<file path="src/rtl/csr_def.sv">
`default_nettype none
// ============================================================================
// Package     : csr_def
// Description : Shared CSR address constants and TCFG field indices for the
//               timer bank. Channel n registers sit at <BASE> + n*CH_STRIDE.
// Revision    : 1.0 - initial release
// ============================================================================
package csr_def;

  localparam logic [13:0] TCFG_BASE  = 14'h041;
  localparam logic [13:0] TVAL_BASE  = 14'h042;
  localparam logic [13:0] TICLR_BASE = 14'h044;
  localparam logic [13:0] CH_STRIDE  = 14'h008;
  localparam logic [13:0] CNTVL      = 14'h0C0;
  localparam logic [13:0] CNTVH      = 14'h0C1;

  // TCFG field indices
  localparam int TCFG_EN       = 0;
  localparam int TCFG_PERIODIC = 1;

  localparam int MAX_TIMERS = 8;

  // Address of channel n's register whose channel-0 address is base.
  function automatic logic [13:0] chan_addr(input logic [13:0] base, input int n);
    return base + 14'(n) * CH_STRIDE;
  endfunction

endpackage
`default_nettype wire

</file>
<file path="src/rtl/csr_timer_chan.sv">
`default_nettype none
// ============================================================================
// Module      : csr_timer_chan
// Description : One timer channel: TCFG field, down-counter and pending flag.
//               Address decode is done by the parent; this block only sees
//               the per-channel write strobes.
// Ports       : clk, rst      - clock, async active-high reset
//               cfg_we        - TCFG write to this channel (takes wd)
//               clr_we        - TICLR write to this channel with WD[0]=1
//               wd            - write data, already cut to TIMER_WIDTH bits
//               cfg / timer   - stored TCFG field and current count
//               pending       - registered expiry flag
// Revision    : 1.0 - initial release
// ============================================================================
module csr_timer_chan
  import csr_def::*;
#(
  parameter int TIMER_WIDTH = 32
) (
  input  logic                   clk,
  input  logic                   rst,
  input  logic                   cfg_we,
  input  logic                   clr_we,
  input  logic [TIMER_WIDTH-1:0] wd,
  output logic [TIMER_WIDTH-1:0] cfg,
  output logic [TIMER_WIDTH-1:0] timer,
  output logic                   pending
);

  logic [TIMER_WIDTH-1:0] cfg_q, cfg_d;
  logic [TIMER_WIDTH-1:0] timer_q, timer_d;
  logic                   pending_q, pending_d;
  logic                   expire;

  assign expire = cfg_q[TCFG_EN] && (timer_q == '0);

  always_comb begin
    cfg_d     = cfg_q;
    timer_d   = timer_q;
    pending_d = pending_q;

    if (cfg_q[TCFG_EN]) begin
      if (!expire) begin
        timer_d = timer_q - TIMER_WIDTH'(1);
      end else if (cfg_q[TCFG_PERIODIC]) begin
        timer_d = {cfg_q[TIMER_WIDTH-1:2], 2'b00};
      end else begin
        cfg_d[TCFG_EN] = 1'b0;  // one-shot: disarm, count stays at zero
      end
    end

    // A config write overrides whatever the running channel would do this
    // edge; with En cleared the count is frozen at its current value.
    if (cfg_we) begin
      cfg_d = wd;
      if (wd[TCFG_EN]) begin
        timer_d = {wd[TIMER_WIDTH-1:2], 2'b00};
      end else begin
        timer_d = timer_q;
      end
    end

    if (clr_we) begin
      pending_d = 1'b0;
    end
    // Expiry is applied last so it beats a same-edge clear.
    if (expire) begin
      pending_d = 1'b1;
    end
  end

  always_ff @(posedge clk or posedge rst) begin
    if (rst) begin
      cfg_q     <= '0;
      timer_q   <= '0;
      pending_q <= 1'b0;
    end else begin
      cfg_q     <= cfg_d;
      timer_q   <= timer_d;
      pending_q <= pending_d;
    end
  end

  assign cfg     = cfg_q;
  assign timer   = timer_q;
  assign pending = pending_q;

endmodule
`default_nettype wire

</file>
<file path="src/rtl/csr_timer_bank.sv">
`default_nettype none
// ============================================================================
// Module      : csr_timer_bank
// Description : Multi-channel CSR timer bank with a free-running stable
//               counter. Holds address decode, the counter, the read mux
//               (with write-to-read bypass on TCFG) and the IRQ encoder.
// Ports       : clk, rst                - clock, async active-high reset
//               csr_write, write_addr, WD - WB-stage CSR write port
//               read_addr, RDout        - EX-stage CSR read port (comb.)
//               timer_irq               - per-channel pending bits
//               timer_int               - OR of timer_irq
//               timer_id                - lowest pending channel, 0 if none
// Revision    : 1.0 - initial release
// ============================================================================
module csr_timer_bank
  import csr_def::*;
#(
  parameter int NUM_TIMERS  = 2,
  parameter int TIMER_WIDTH = 32,
  parameter int CNT_WIDTH   = 64
) (
  input  logic                  clk,
  input  logic                  rst,
  input  logic                  csr_write,
  input  logic [13:0]           write_addr,
  input  logic [31:0]           WD,
  input  logic [13:0]           read_addr,
  output logic [31:0]           RDout,
  output logic [NUM_TIMERS-1:0] timer_irq,
  output logic                  timer_int,
  output logic [2:0]            timer_id
);

  logic [NUM_TIMERS-1:0][TIMER_WIDTH-1:0] chan_cfg;
  logic [NUM_TIMERS-1:0][TIMER_WIDTH-1:0] chan_timer;
  logic [NUM_TIMERS-1:0]                  chan_pending;

  logic [CNT_WIDTH-1:0] cnt_q, cnt_d;
  logic [31:0]          rd_data;
  logic [2:0]           irq_id;

  generate
    for (genvar g = 0; g < NUM_TIMERS; g++) begin : g_chan
      logic cfg_we;
      logic clr_we;

      assign cfg_we = csr_write && (write_addr == chan_addr(TCFG_BASE, g));
      assign clr_we = csr_write && (write_addr == chan_addr(TICLR_BASE, g)) && WD[0];

      csr_timer_chan #(
        .TIMER_WIDTH (TIMER_WIDTH)
      ) u_chan (
        .clk     (clk),
        .rst     (rst),
        .cfg_we  (cfg_we),
        .clr_we  (clr_we),
        .wd      (WD[TIMER_WIDTH-1:0]),
        .cfg     (chan_cfg[g]),
        .timer   (chan_timer[g]),
        .pending (chan_pending[g])
      );
    end
  endgenerate

  // Stable counter: free-running, not writable.
  assign cnt_d = cnt_q + CNT_WIDTH'(1);

  always_ff @(posedge clk or posedge rst) begin
    if (rst) begin
      cnt_q <= '0;
    end else begin
      cnt_q <= cnt_d;
    end
  end

  // Read mux. TICLR and anything unmatched fall through as zero.
  always_comb begin
    rd_data = '0;
    for (int i = 0; i < NUM_TIMERS; i++) begin
      if (read_addr == chan_addr(TCFG_BASE, i)) begin
        rd_data[TIMER_WIDTH-1:0] = chan_cfg[i];
      end
      if (read_addr == chan_addr(TVAL_BASE, i)) begin
        rd_data[TIMER_WIDTH-1:0] = chan_timer[i];
      end
      // Same-cycle WB write to the TCFG being read in EX: forward the new value.
      if (csr_write && (write_addr == read_addr) &&
          (read_addr == chan_addr(TCFG_BASE, i))) begin
        rd_data                  = '0;
        rd_data[TIMER_WIDTH-1:0] = WD[TIMER_WIDTH-1:0];
      end
    end
    if (read_addr == CNTVL) begin
      rd_data = cnt_q[31:0];
    end
    if (read_addr == CNTVH) begin
      rd_data                = '0;
      rd_data[CNT_WIDTH-33:0] = cnt_q[CNT_WIDTH-1:32];
    end
  end

  // Lowest-index pending channel wins; scanning downward leaves the lowest.
  always_comb begin
    irq_id = '0;
    for (int i = NUM_TIMERS - 1; i >= 0; i--) begin
      if (chan_pending[i]) begin
        irq_id = 3'(i);
      end
    end
  end

  assign RDout     = rd_data;
  assign timer_irq = chan_pending;
  assign timer_int = |chan_pending;
  assign timer_id  = irq_id;

endmodule
`default_nettype wire

</file>
<file path="config.mk">
export PLATFORM = sky130hd
export DESIGN_NAME = csr_timer_bank
export DESIGN_NICKNAME = d
export VERILOG_FILES = /design/src/rtl/csr_def.sv /design/src/rtl/csr_timer_chan.sv /design/src/rtl/csr_timer_bank.sv
export SDC_FILE = /design/constraint.sdc
export NUM_CORES = 1
export LEC_CHECK = 0
export ABC_AREA = 1
export BUFFER_PORTS_ARGS = -buffer_cell sky130_fd_sc_hd__clkbuf_2
export CAP_MARGIN = 25
export CELL_PAD_IN_SITES_DETAIL_PLACEMENT = 1
export CELL_PAD_IN_SITES_GLOBAL_PLACEMENT = 1
export CORE_ASPECT_RATIO = 1.4
export CORE_MARGIN = 10
export CORE_UTILIZATION = 40
export CTS_CLUSTER_DIAMETER = 30
export DETAILED_ROUTE_END_ITERATION = 12
export PLACE_DENSITY_LB_ADDON = 0.1
export REMOVE_ABC_BUFFERS = 1
export SLEW_MARGIN = 40
export SYNTH_ARGS = -nofsm -noshare
export SYNTH_HDL_FRONTEND = slang
export SYNTH_SLANG_ARGS = --single-unit
</file>
<file path="constraint.sdc">
create_clock -name clk -period 7.65 [get_ports clk]
set_input_delay 0.765 -clock clk [delete_from_list [all_inputs] [get_ports clk]]
set_output_delay 0.765 -clock clk [all_outputs]
set_load 0.005 [all_outputs]
</file>
Yosys cells after proc, flatten, opt, wreduce, memory -nomap -nowiden
Index checks and enable logic that the tools add are counted.
Word-level totals
  bits of input ports: 63
  register bits: 194
  output and inout bits: 38
Cells by class
  $add $sub $neg: 3
  mux-type cells: 31
  equal/unequal tests: 15
  reduce and logical (&&, ||, !) cells: 20
Operators by type and width (count)
  $mux W32: 17
  $eq A14 B7 Y1 const B: 8
  $add A64 B1 Y64 const B: 1
  $logic_not A32 Y1: 2
  $sub A32 B1 Y32 const B: 2
  $eq A14 B8 Y1 const B: 2
  $eq A14 B14 Y1: 1
  $mux W1: 13
  $logic_and A1 B1 Y1: 11
  $reduce_bool A2 Y1: 4
  $ne A3 B2 Y1 const B: 2
  $reduce_and A3 Y1: 2
  $ne A2 B2 Y1 const B: 2
  $mux W3: 1
  $reduce_or A2 Y1: 1

Depth between registers and ports, before layout
Gate-level depths: netlist of run 1.
  word-level depth: 9
  mapped depth: 16

Modules after synthesis
A second synthesis of run 1 with hierarchy kept.
Unflattened totals
  cells, all modules: 2288
  area, all modules: 14301.2 um2
Modules (own cells, without submodules)
  csr_timer_chan: instances 2, area an instance 3882.5 um2, cells an instance 589, seq. area each 1626.6 um2
  csr_timer_bank: instances 1, area an instance 6536.3 um2, cells an instance 1110, seq. area each 1601.5 um2

Least setup slack after synthesis of run 1
No wires, ideal clock.
  path type: in2out
  start point: input read_addr[13]
  end point: output RDout[24]
  arrival time: 2.040 ns
  setup slack: 4.845 ns
  buffers on the path: 2
  stages: 11
  path through: nor2_1 > nand3_2 > nor2_4 > nand2_1 > buf_2 > buf_2 > o21ai_0 > inv_2 > nand2_1 > nand2_1 > a21oi_2
On the way
  word-level cells in the longest chain between the ends: 9
RTL lines
  start, declared: RTL line csr_timer_bank.sv:27  | input logic [13:0] read_addr,
  $eq A14 B7 Y1 or $eq A14 B14 Y1 (tied branches): RTL line csr_timer_bank.sv:80, csr_timer_bank.sv:88, csr_timer_bank.sv:87
  $mux W32 or $logic_and A1 B1 Y1 (tied branches): RTL line csr_timer_bank.sv:80, csr_timer_bank.sv:87
  $mux W32 or $logic_and A1 B1 Y1 (tied branches): RTL line csr_timer_bank.sv:83, csr_timer_bank.sv:87
  $mux W32: RTL line csr_timer_bank.sv:87  | if (csr_write && (write_addr == read_addr) &&
  $mux W32: RTL line csr_timer_bank.sv:80  | if (read_addr == chan_addr(TCFG_BASE, i)) begin
  $mux W32: RTL line csr_timer_bank.sv:83  | if (read_addr == chan_addr(TVAL_BASE, i)) begin
  $mux W32: RTL line csr_timer_bank.sv:87
  $mux W32: RTL line csr_timer_bank.sv:93  | if (read_addr == CNTVL) begin
  $mux W32 *: RTL line csr_timer_bank.sv:96  | if (read_addr == CNTVH) begin
  end, declared: RTL line csr_timer_bank.sv:28  | output logic [31:0] RDout,
Mark *: on every way between the ends. The rest lies on a longest branch, timed or not.

Final worst setup path of run 1
  start point: input read_addr[8]
  end point: output RDout[6]
The elaborated chain is that of the path after synthesis.

==> metrics.txt, run 1 <==
Non-Filler Instances 2,717; global route overflow 0; Clock Skews 0.0101 ns; H-tree levels 4; layout cells sized above 1 between 10% and 20%; Worst-Skew Late Latency around 0.48 ns; Placement Rows 82; area occupied by multi-input gates between 0.008 and 0.009 mm^2; flops & latches, synth 194; worst path cell trace clkbuf_2 > nor2_1 > nand3_2 > inv_2 > nand2_1 > inv_2 > nand4_2 > nand2_1 > nand4_1 > nand2_1 > nand4_1 > clkbuf_2; die footprint 0.0441 mm^2; worst-margin pin slew just under 0.9 ns; Top-Level Pins around 100; DP HPWL around 53,000 um; Area Overhead vs Synth 9.63%; fillers between 4,000 and 5,000; Comb pwr share about 18%; CP Data Required Time 6.88 ns; fin crit period ~4.4 ns; maxcap violations 0; Root Driver clkbuf_16; critical path's largest stage delay 0.54 ns; Reg2Reg Launch Point g_chan[1].u_chan.timer[6]; P per Cell Area about 170 mW/mm^2; vias post-DR approximately 15,000; Worst Path Arrival ~3.6 ns; status finished clean; Buffers on Ports 98; fmax between 200 and 250 MHz; Layout Nets around 2,300; Final Hold Fails 0; RSZ-0062 raised after global routing false; first-pass GRT wire length just under 100,000 um; sequential fraction of design power between 40% and 50%; Reg clk slew, reported paths ~0.08 ns; Net Sw Frac 35.7%; VDD IR max 0.000139 V; CORE AREA 0.0357 mm^2; final setup fails 0; yosys warns 0; antenna fix cells 0; Initial Util 40.3%; vias per inst roughly 5.6; hold buffer count at cts 0; dpl cells approximately 2,700; relative slew slack 41.8%; Antenna Nets Post-Route 0; Seq/Total Area, Yosys 33.7%; Register Area about 0.0049 mm^2; GRT Total Usage just under 30%; synthesized area ~0.014 mm^2; initial DRC count roughly 1,100; Final Util 44.2%; CTS tree built; Pint ~1.7 mW; Final period util between 50 and 60%; Final TNS setup 0 ns; syn avg cell area around 6.6 um^2; CP dominant cell by count nand2_1; clock share of power approximately 36%; clock buffer depth 2; largest net degree at the start of global routing 98; crit path max-delay cell type nand4_2; HP Class input port to asynchronous set/reset pin; clock sink count just under 200; CTS Buf Count 17; Post-CTS Resized 0; Pleak 7.73 nW; DR pass1 iterations 5; die span in y approximately 240 um; GP Congestion around 1; CP Launch Type input port; synth unique cells 55; antenna violations before repair 0; routed wire length per instance 24.4 um; Max Slew Vio Count 0; CP max FO 34; Psw 0.933 mW; die width 180 um; post-CTS setup buffer count 0; Worst setup EP type output pin; DRT Wirelength between 60,000 and 70,000 um; # DRC 0; Crit Path Class input port to output pin; vias in the first global route 15,700; Critical path origin read_addr[8]; Mapped Cells between 2,000 and 2,500
worst paths after layout:
check	to	slack [ns]	cells after the start
max	RDout[6]	3.24	12
min	cnt_q[10]	0.37	2
max reg2reg	g_chan[1].u_chan.timer[8]	4.45	11
min reg2reg	cnt_q[63]	0.48	1
max in group asynchronous	g_chan[0].u_chan.timer[6]	5.98	3
min in group clk	cnt_q[63]	0.48	1
sequential cells by signal, indices dropped and copies added, names as in the netlist:
| name | cells |
|---|---|
| cnt_q | 64 |
| g_chan.u_chan.cfg | 64 |
| g_chan.u_chan.pending | 2 |
| g_chan.u_chan.timer | 64 |
power groups by stage:
stage	sequential [mW]	combinational [mW]	clock (mW)
after CTS	1.19	0.475	0.943
after global routing	1.21	0.538	0.979
after global placement	1.21	0.460	0
after detailed placement	1.21	0.472	0
after floorplan	1.17	0.328	0
final	1.20	0.476	0.939
cell type report:
class,count,area share [%]
Clock buffer,17,2.69
Tap cell,462,3.66
Inverter,257,6.16
Clock inverter,15,1.02
Timing Repair Buffer,113,3.82
Multi-Input combinational cell,1659,51.9
Sequential cell,194,30.7
cells in the mapped netlist (all sizes together):
master	count	area (um^2)
or2	10	62.6
nand4	113	749
ha	5	62.6
nor3	54	318
o22ai	2	18.8
clkinv	3	11.3
o221ai	2	17.5
o2111ai	3	26.3
and3	2	12.5
o21ai	175	913
xor2	64	561
nand3b	2	27.5
o31ai	1	7.51
o2bb2ai	1	8.76
o211ai	9	72.6
a21oi	37	219
nor4	19	180
nand3	141	773
nand2	754	2860
a31oi	4	25.0
clkbuf	32	120
nor2	238	1050
dfrtp	194	4850
nor3b	3	38.8
conb	1	3.75
a22oi	1	7.51
xnor2	17	149
buf	47	304
inv	254	953
critical path, delay by kind of cell:
kind	cells	cell delay [ns]
buffers and inverters	4	1.12
AND/OR/NAND/NOR	8	1.70
cell families (layout without fill, tap and decap cells):
logic type | count (synthesis) | count (layout) | share of synthesized area [%]
compound gates | 235 | 235 | 9.14
simple gates | 1336 | 1336 | 42.1
fa+ha+maj | 5 | 5 | 0.434
xor+xnor | 81 | 81 | 4.92
flops | 194 | 194 | 33.7
other cells | 1 | 2 | 0.0260
buf+inv | 336 | 402 | 9.64
metrics by stage:
| step | hold WS (ns) | setup WS (ns) | cell area, um^2 | total power, mW |
|---|---|---|---|---|
| after global routing | 0.453 | 3.05 | 15800 | 2.72 |
| after floorplan | 0.442 | 1.60 | 14000 | 1.49 |
| final | 0.369 | 3.24 | 15800 | 2.61 |
| after CTS | 0.415 | 3.33 | 15800 | 2.61 |
| after global placement | 0.459 | 3.40 | 15200 | 1.67 |
| after detailed placement | 0.467 | 3.35 | 15200 | 1.68 |
cell usage in the layout (no fill, tap or decap), types with 15 or more instances in the layout:
cell type,n
a21oi_1,28
buf_4,15
clkbuf_16,17
clkbuf_2,98
dfrtp_1,194
inv_1,206
inv_2,46
nand2_1,744
nand3_1,131
nand4_1,109
nor2_1,210
nor2_2,16
nor3_1,47
o21ai_0,145
o21ai_1,20
xnor2_1,17
xor2_1,64
per-layer routing:
metal  GRT usage, %  wire (um)
met1           32.0      25400
met2           51.6      33300
met3           3.65       2520
met4           20.9       5110
met5              0          0
No activity file was read; power rests on OpenSTA's default activity.
==> inputs of run 2 (changes only) <==
Clock period 7.65 ns to 4.35 ns, I/O delays scaled along.
==> run 2 against run 1 <==
  * Setup slack worse by 2.2 ns
  * Sequential power increased by 75%
  * Utilization increased by 0.30 points
  * Sequential cell count is the same
  * Global-route usage grew 0.22 points
  * Clock skew up 0.0048 ns
  * Die area did not move
  * Via count is 1.2% higher
  * Wire length fell by 0.10%
  * Critical path depth down 1
  * Clock-buffer cell count up 2
  * Critical path type unchanged
  * Combinational power increased by 83%
==> metrics.txt, run 2 (synthesis gave the netlist of run 1 again) <==
Root Driver clkbuf_16; Final period util about three quarters; crit path max-delay cell type o21ai_0; CP Data Required Time ~3.9 ns; die span in y 245 um; GRT Total Usage roughly 30%; Final Hold Fails 0; DP HPWL around 53,000 um; worst-margin pin slew between 0.7 and 0.8 ns; Reg2Reg Setup Slack about 1.4 ns; CTS Buf Count 17; P per Cell Area between 200 and 300 mW/mm^2; post-route cell area between 0.015 and 0.02 mm^2; Clock Skews approximately 0.015 ns; die width 180 um; Crit Path Class input port to output pin; clock buffer depth 2; antenna fix cells 0; VDD IR max roughly 0.00019 V; first-pass GRT wire length ~100,000 um; initial DRC count about 1,000; most common cell after layout, fill and taps aside nand2_1; RSZ-0062 raised after global routing false; status finished clean; met1 wire length approximately 25,000 um; hold buffer count at cts 0; highest metal used met4; CORE AREA 0.0357 mm^2; Worst-Skew Late Latency roughly 0.48 ns; CP dominant cell by count nand2_1; Worst setup EP type output pin; layout cells sized above 1 13.2%; GP Congestion 1.03; # DRC 0; Max Slew Vio Count 0; most frequent cells in the layout nand2_1, nor2_1, inv_1, dfrtp_1, o21ai_0; Area after DPL between 0.015 and 0.02 mm^2; fmax between 300 and 400 MHz; post-CTS setup buffer count 0; CP Launch Type input port; sequential fraction of design power 46.0%; H-tree levels 4; routed wire length per instance between 20 and 25 um; CP max FO 15; Layout Nets approximately 2,300; Post-CTS Resized 0; antenna violations before repair 0; maxcap violations 0; Reg2Reg Launch Point g_chan[1].u_chan.timer[0]; largest net degree at the start of global routing 108; Buffers on Ports about 100; Net Sw Frac 35.5%; Antenna Nets Post-Route 0; relative slew slack approximately half; CTS tree built; Pint slightly below 3 mW; Worst Path Arrival around 2.8 ns; Final Util between 40% and 50%; Final TNS setup 0 ns; critical path's largest stage delay around 0.58 ns; vias per inst roughly 5.7; final setup fails 0; Reg clk slew, reported paths ~0.08 ns; metal2 WL 33,200 um; Initial Util about two fifths; Placement Rows 82; clock sink count about 190; worst path cell trace clkbuf_2 > nor2_1 > nand3_2 > inv_2 > nand2_1 > o21ai_0 > nand2_1 > nand4_1 > nand2_1 > nand4_1 > clkbuf_2; vias post-DR about 16,000; Top-Level Pins around 100; vias in the first global route ~16,000; clock share of power a little over a third; worst r2r dst g_chan[1].u_chan.timer[28]; Area Overhead vs Synth 10.4%; worst-case reg-to-reg path depth 15; Psw approximately 1.6 mW; DR pass1 iterations 5; DRT Wirelength 66,300 um; global route overflow 0; fin crit period around 3.3 ns; Pleak 7.80 nW; Comb pwr share about a fifth; die footprint 0.0441 mm^2; DR WL met3 3430 um; HP Class input port to asynchronous set/reset pin
run 2: cell count changes in the layout (fill, tap and decap cells not counted), sizes merged:
cell | previous run | this run
clkinvlp | 0 | 3
buf | 15 | 29
clkbuf | 115 | 117
clkinv | 12 | 7
run 2: worst max path at each step:
stage                 startpoint         to  slack, ns  cells past startpoint
global placement    read_addr[8]  RDout[27]       1.13                     13
detailed placement  read_addr[3]  RDout[11]       1.14                     14
floorplan                    rst   cnt_q[0]      -1.37                      1
CTS                 read_addr[3]  RDout[11]       1.12                     14
finish              read_addr[8]  RDout[23]       1.08                     11
global route        read_addr[3]  RDout[11]       0.92                     14
run 2: layout make-up:
cell class | count | area (um^2)
Clock buffer | 19 | 443
Clock inverter | 13 | 100
Fill cell | 4766 | 19800
Inverter | 257 | 977
Multi-Input combinational cell | 1659 | 8190
Sequential cell | 194 | 4850
Tap cell | 462 | 578
Timing Repair Buffer | 127 | 753
run 2: power by group through the flow:
stage	sequential (mW)	combinational (mW)	clock [mW]
final	2.10	0.872	1.59
after global routing	2.11	0.981	1.66
after CTS	2.09	0.866	1.60
after detailed placement	2.13	0.859	0
after global placement	2.13	0.828	0
after floorplan	2.05	0.576	0
run 2: stage by stage:
step / instances / hold slack, ns / setup slack [ns] / power, mW
after floorplan: 2110 / 0.442 / -1.37 / 2.63
after global placement: 2698 / 0.457 / 1.13 / 2.95
after detailed placement: 2699 / 0.458 / 1.14 / 2.99
after CTS: 2731 / 0.0933 / 1.12 / 4.56
after global routing: 2731 / 0.0712 / 0.917 / 4.76
final: 2731 / 0.00625 / 1.08 / 4.56
run 2: worst max-delay path: cells and delay by family:
family / cells / cell delay, ns
AND/OR/NAND/NOR: 7 / 1.26
buffers and inverters: 3 / 0.57
AO/OA/AOI/OAI: 1 / 0.58
run 2: layer usage:
layer  global-route usage [%]  vias up
li1                         -     7169
met3                     4.06      178
met2                     51.9      541
met1                     32.6     7612
met4                     19.9        0
met5                        0        -
